## src/rtl/hdmi_mode_sequencer.sv

```systemverilog
// rtl/hdmi_mode_sequencer.sv - frame-aligned PAL/NTSC switch sequencer ahead of the HDMI output selector
//
// Ports:
//   clk_pixel     in   pixel clock; every register lives in this domain
//   reset_n       in   asynchronous active-low reset
//   pal_mode_req  in   requested standard from the VDP (1 = PAL); may be asynchronous
//   cx, cy        in   current pixel X / line Y from the output selector
//   pal_mode      out  standard select to the output selector and serializer
//   hdmi_reset    out  active-high reset to both TMDS generators
//   blank         out  forces upstream rgb to 0 while high
//   busy          out  high whenever the sequencer is not idle
//   switch_count  out  (HDMI_MODE_SEQ_STATUS_EN only) saturating count of standard switches
//   timeout_hit   out  (HDMI_MODE_SEQ_STATUS_EN only) sticky: a switch was forced by timeout
//
// Optional status outputs are enabled by defining HDMI_MODE_SEQ_STATUS_EN.

module hdmi_mode_sequencer #(
   parameter int unsigned RESET_CYCLES   = 16,
   parameter int unsigned SETTLE_FRAMES  = 2,
   parameter int unsigned TIMEOUT_CYCLES = 600000
) (
   input  logic        clk_pixel,
   input  logic        reset_n,
   input  logic        pal_mode_req,
   input  logic [11:0] cx,
   input  logic [10:0] cy,
   output logic        pal_mode,
   output logic        hdmi_reset,
   output logic        blank,
   output logic        busy
`ifdef HDMI_MODE_SEQ_STATUS_EN
   ,
   output logic [7:0]  switch_count,
   output logic [0:0]  timeout_hit
`endif
);

   typedef enum logic [1:0] {
      S_IDLE,
      S_WAIT,
      S_HOLD,
      S_SETTLE
   } state_t;

   localparam logic [19:0] TIMEOUT_LAST = 20'(TIMEOUT_CYCLES - 1);
   localparam logic [19:0] HOLD_LAST    = 20'(RESET_CYCLES - 1);
   localparam logic [3:0]  SETTLE_LAST  = 4'(SETTLE_FRAMES - 1);

   state_t      state;
   logic [19:0] cnt;
   logic [3:0]  frame_cnt;
   logic        req_meta;
   logic        req_s;
   logic        fb;
   logic        wait_done;

   assign fb        = (cx == 12'd0) && (cy == 11'd0);
   assign wait_done = fb || (cnt == TIMEOUT_LAST);

   always_ff @(posedge clk_pixel or negedge reset_n) begin
      if (!reset_n) begin
         req_meta <= 1'b0;
         req_s    <= 1'b0;
      end else begin
         req_meta <= pal_mode_req;
         req_s    <= req_meta;
      end
   end

   // Power-up enters HOLD directly so the TMDS generators start from a clean reset.
   always_ff @(posedge clk_pixel or negedge reset_n) begin
      if (!reset_n) begin
         state      <= S_HOLD;
         cnt        <= '0;
         frame_cnt  <= '0;
         pal_mode   <= 1'b0;
         hdmi_reset <= 1'b1;
         blank      <= 1'b1;
         busy       <= 1'b1;
      end else begin
         case (state)
            S_IDLE: begin
               // Level compare: a request that arrived during HOLD/SETTLE is picked up here.
               if (req_s != pal_mode) begin
                  state <= S_WAIT;
                  cnt   <= '0;
                  blank <= 1'b1;
                  busy  <= 1'b1;
               end
            end
            S_WAIT: begin
               // A reverted request wins over a simultaneous boundary: nothing to switch.
               if (req_s == pal_mode) begin
                  state <= S_IDLE;
                  blank <= 1'b0;
                  busy  <= 1'b0;
               end else if (wait_done) begin
                  state      <= S_HOLD;
                  pal_mode   <= req_s;
                  cnt        <= '0;
                  hdmi_reset <= 1'b1;
               end else begin
                  cnt <= cnt + 20'd1;
               end
            end
            S_HOLD: begin
               if (cnt == HOLD_LAST) begin
                  state      <= S_SETTLE;
                  hdmi_reset <= 1'b0;
                  cnt        <= '0;
                  frame_cnt  <= '0;
               end else begin
                  cnt <= cnt + 20'd1;
               end
            end
            S_SETTLE: begin
               // The boundary that completes the last settle frame releases blank on the next cycle.
               if (fb) begin
                  if (frame_cnt == SETTLE_LAST) begin
                     state <= S_IDLE;
                     blank <= 1'b0;
                     busy  <= 1'b0;
                  end else begin
                     frame_cnt <= frame_cnt + 4'd1;
                  end
               end
            end
            default: begin
               state <= S_HOLD;
            end
         endcase
      end
   end

`ifdef HDMI_MODE_SEQ_STATUS_EN
   logic switch_evt;

   assign switch_evt = (state == S_WAIT) && (req_s != pal_mode) && wait_done;

   always_ff @(posedge clk_pixel or negedge reset_n) begin
      if (!reset_n) begin
         switch_count <= 8'd0;
         timeout_hit  <= 1'b0;
      end else if (switch_evt) begin
         if (switch_count != 8'hFF) begin
            switch_count <= switch_count + 8'd1;
         end
         if (!fb) begin
            timeout_hit <= 1'b1;
         end
      end
   end
`endif

endmodule
```

## config.mk

```make
export PLATFORM = sky130hd
export DESIGN_NAME = hdmi_mode_sequencer
export DESIGN_NICKNAME = d
export VERILOG_FILES = /design/src/rtl/hdmi_mode_sequencer.sv
export SDC_FILE = /design/constraint.sdc
export NUM_CORES = 1
export LEC_CHECK = 0
export CORE_ASPECT_RATIO = 1.1
export CORE_UTILIZATION = 35
export CTS_CLUSTER_SIZE = 40
export DETAILED_ROUTE_END_ITERATION = 7
export GPL_TIMING_DRIVEN = 0
export SETUP_SLACK_MARGIN = 0.05
export SLEW_MARGIN = 20
export SYNTH_ARGS = -nofsm -noshare
export SYNTH_HDL_FRONTEND = slang
export SYNTH_SLANG_ARGS = --single-unit
```

## constraint.sdc

```tcl
create_clock -name clk_pixel -period 4.6 [get_ports clk_pixel]
set_clock_uncertainty 0.15 [all_clocks]
set_input_delay 1.38 -clock clk_pixel [delete_from_list [all_inputs] [get_ports clk_pixel]]
set_output_delay 1.38 -clock clk_pixel [all_outputs]
set_load 0.1 [all_outputs]
```

==> out/results.txt <==
Final core occ - 46.20%
Main synth FF type - dfrtp_1
Post-CTS Setup Inserts - 0
Die width - 71.61 um
Die H - 78.57 um
RSZ-0062 raised after global routing - no
Distinct cells, synth - 43
Starting Density - 36.81%
Critical path's top delay family - buffers and inverters
Slowest CP cell - clkdlybuf4s50_1
Post-Synthesis Cell Area - 1866 um2
Num rows - 27
Post-synthesis area per instance - 9.470 um2
CP Cell Sequence - buf_4 > clkdlybuf4s50_1
# DRC - 0
Clock buffer depth - 2
# IOs - 30
Final period util - 77.36%
Hold Worst Slack - 0.1921 ns
Seq/Total Area, Yosys - 41.78%
DP Worst Slack - 1.094 ns
Fillers - 474
Die area - 5626 um2
Maximum vdd drop - 0.1624 mV
DR iter-0 viols - 38
Initial antenna violation count - 0
Post_cts resized - 0
WP buf/inv - 2
Vias in the first global route - 1,395
CP peak stage delay - 1.12 ns
EDFF count, synth - 0
GPL Wtd Cong - 0.8041
Yosys reg bits - 31
Leak Pwr - 0.9351 nW
Async S/R FF share, synth - 100.0%
Gr usage total - 14.60%
Reg clk slew, reported paths - 0.07 ns
Layout net count - 267
Final setup margin - 1.041 ns
Hold/Removal Path Class - flop to flop
Hold Vio Cnt, Final - 0
Final min period - 3.559 ns
Slew Limit Headroom - 35.34%
Final ANT Viol Nets - 0
CTS Sinks - 31
DPL Wire Length - 2815 um
Required @ worst endpoint - 3.07 ns
Final slew viol count - 0
First-pass GRT wire length - 6499 um
CP startpoint kind - flop
Root Driver - clkbuf_8
Power per cell area - 246.0 nW/um2
Via/cell ratio - 5.110
Area Overhead vs Synth - 25.49%
Yosys warnings - 0
Wirelength per Cell - 13.11 um
Syn_nets - 231
CP Max Fanout - 3
Number of max-cap violations - 0
Measured slew at the worst slew-check pin - 0.9668 ns
Worst r2r path cells - 7
Num CTS Buffers - 5
DR pass1 iterations - 4
Worst-skew pair later-pin latency - 0.27 ns
Port-buffer cells - 29
Worst setup path category - flop to primary output
Drt total wl - 3828 um
Layout cells sized above 1 - 14.10%
Hold path depth - 0
Post-Synthesis Cells - 197
Final setup viols - 0
Top cells by area, synth - dfrtp_1, nor2_1, ha_1, xnor2_1, nand3_1
Dominant cell type by area after synthesis - dfrtp_1
Fin Setup TNS - 0 ns
Critical path capture point type - primary output
WP depth - 2
CTS tree - yes
Top cell type's share of synthesized area - 37.56%
H-tree levels - 2
Status - finished clean
Most frequent cell after synthesis - dfrtp_1
Largest net degree at the start of global routing - 32
GR Overflow Total - 0
Synth cell count leaders - dfrtp_1, nor2_1, nand3_1
CP arrival - 2.03 ns
Cts hold-fix bufs - 0
Routed vias - 1,492
CORE AREA - 5067 um2
ANT cells - 0
Fmax - 0.2810 GHz
report_power, final:
group | internal, mW | switching, mW | total [mW]
registers | 0.274 | 0.000625 | 0.274
clock network | 0.175 | 0.0985 | 0.274
logic | 0.0190 | 0.00910 | 0.0281
routing by layer:
| metal | up-vias | routed length, um | GRT usage (%) |
|---|---|---|---|
| met5 | - | 0 | 0 |
| met3 | 4 | 255 | 3.979 |
| met4 | 0 | 30 | 4.510 |
| met2 | 45 | 1749 | 23.96 |
| li1 | 764 | - | - |
| met1 | 679 | 1792 | 18.58 |
placed cells by master, fill, tap and decap left out, types with 2 or more instances in the layout:
cell type,count
dfrtp_1,28
clkdlybuf4s50_1,28
nor2_1,27
nand3_1,18
nand2_1,16
xnor2_1,11
inv_1,10
xor2_1,9
ha_1,8
nor4_1,7
o21ai_0,7
clkbuf_8,6
nand4_1,5
nor3_1,4
and3_1,3
and2_1,3
nor2_2,3
a21oi_1,3
dfstp_2,3
and3_4,2
and4_1,2
or2_2,2
o31ai_1,2
o22ai_1,2
a31oi_1,2
stage by stage:
stage	instances	instance area, um2	total power, mW
after floorplan	197	1866	0.2811
after global placement	284	2228	0.3081
after detailed placement	284	2223	0.3077
after CTS	292	2341	0.5853
after global routing	292	2341	0.5994
final	292	2341	0.5759
sequential cells by signal (all words and copies together), names as in the netlist, named ones only:
| register | flops |
|---|---|
| cnt | 20 |
| req_s | 1 |
| pal_mode | 1 |
| state | 1 |
| frame_cnt | 4 |
| req_meta | 1 |
| busy | 1 |
| hdmi_reset | 1 |
cell type report:
cell class / instances / area, um2 / share of cell area (%)
Buffer: 3 / 23.77 / 1.015
Clock buffer: 6 / 82.58 / 3.528
Multi-Input combinational cell: 153 / 1025 / 43.77
Clock inverter: 2 / 35.03 / 1.497
Timing Repair Buffer: 29 / 285.3 / 12.19
Inverter: 10 / 37.54 / 1.603
Tap cell: 58 / 72.57 / 3.100
Sequential cell: 31 / 779.5 / 33.30
final timing paths:
kind / from / end / slack, ns
worst max-delay path: busy$_DFFE_PN1P_ / busy / 1.04
worst min-delay path: req_meta$_DFF_PN0_ / req_s$_DFF_PN0_ / 0.19
worst max register to register: cnt[0]$_DFFE_PN0P_ / cnt[16]$_DFFE_PN0P_ / 2.34
worst min register to register: req_meta$_DFF_PN0_ / req_s$_DFF_PN0_ / 0.19
max in group asynchronous: reset_n / cnt[3]$_DFFE_PN0P_ / 2.84
min in group asynchronous: reset_n / frame_cnt[0]$_DFFE_PN0P_ / 1.00
cells by family (layout without fill, tap and decap cells):
logic type | after synthesis | count (layout) | synth area share, %
multiplexers | 2 | 2 | 1.140
buffers and inverters | 13 | 50 | 3.286
AND/OR/NAND/NOR | 99 | 99 | 28.51
AO/OA/AOI/OAI | 24 | 24 | 10.53
flip-flops | 31 | 31 | 41.78
XOR/XNOR | 20 | 20 | 9.390
adder cells (fa/ha/maj) | 8 | 8 | 5.366
Power figures use the tool's default switching activity.
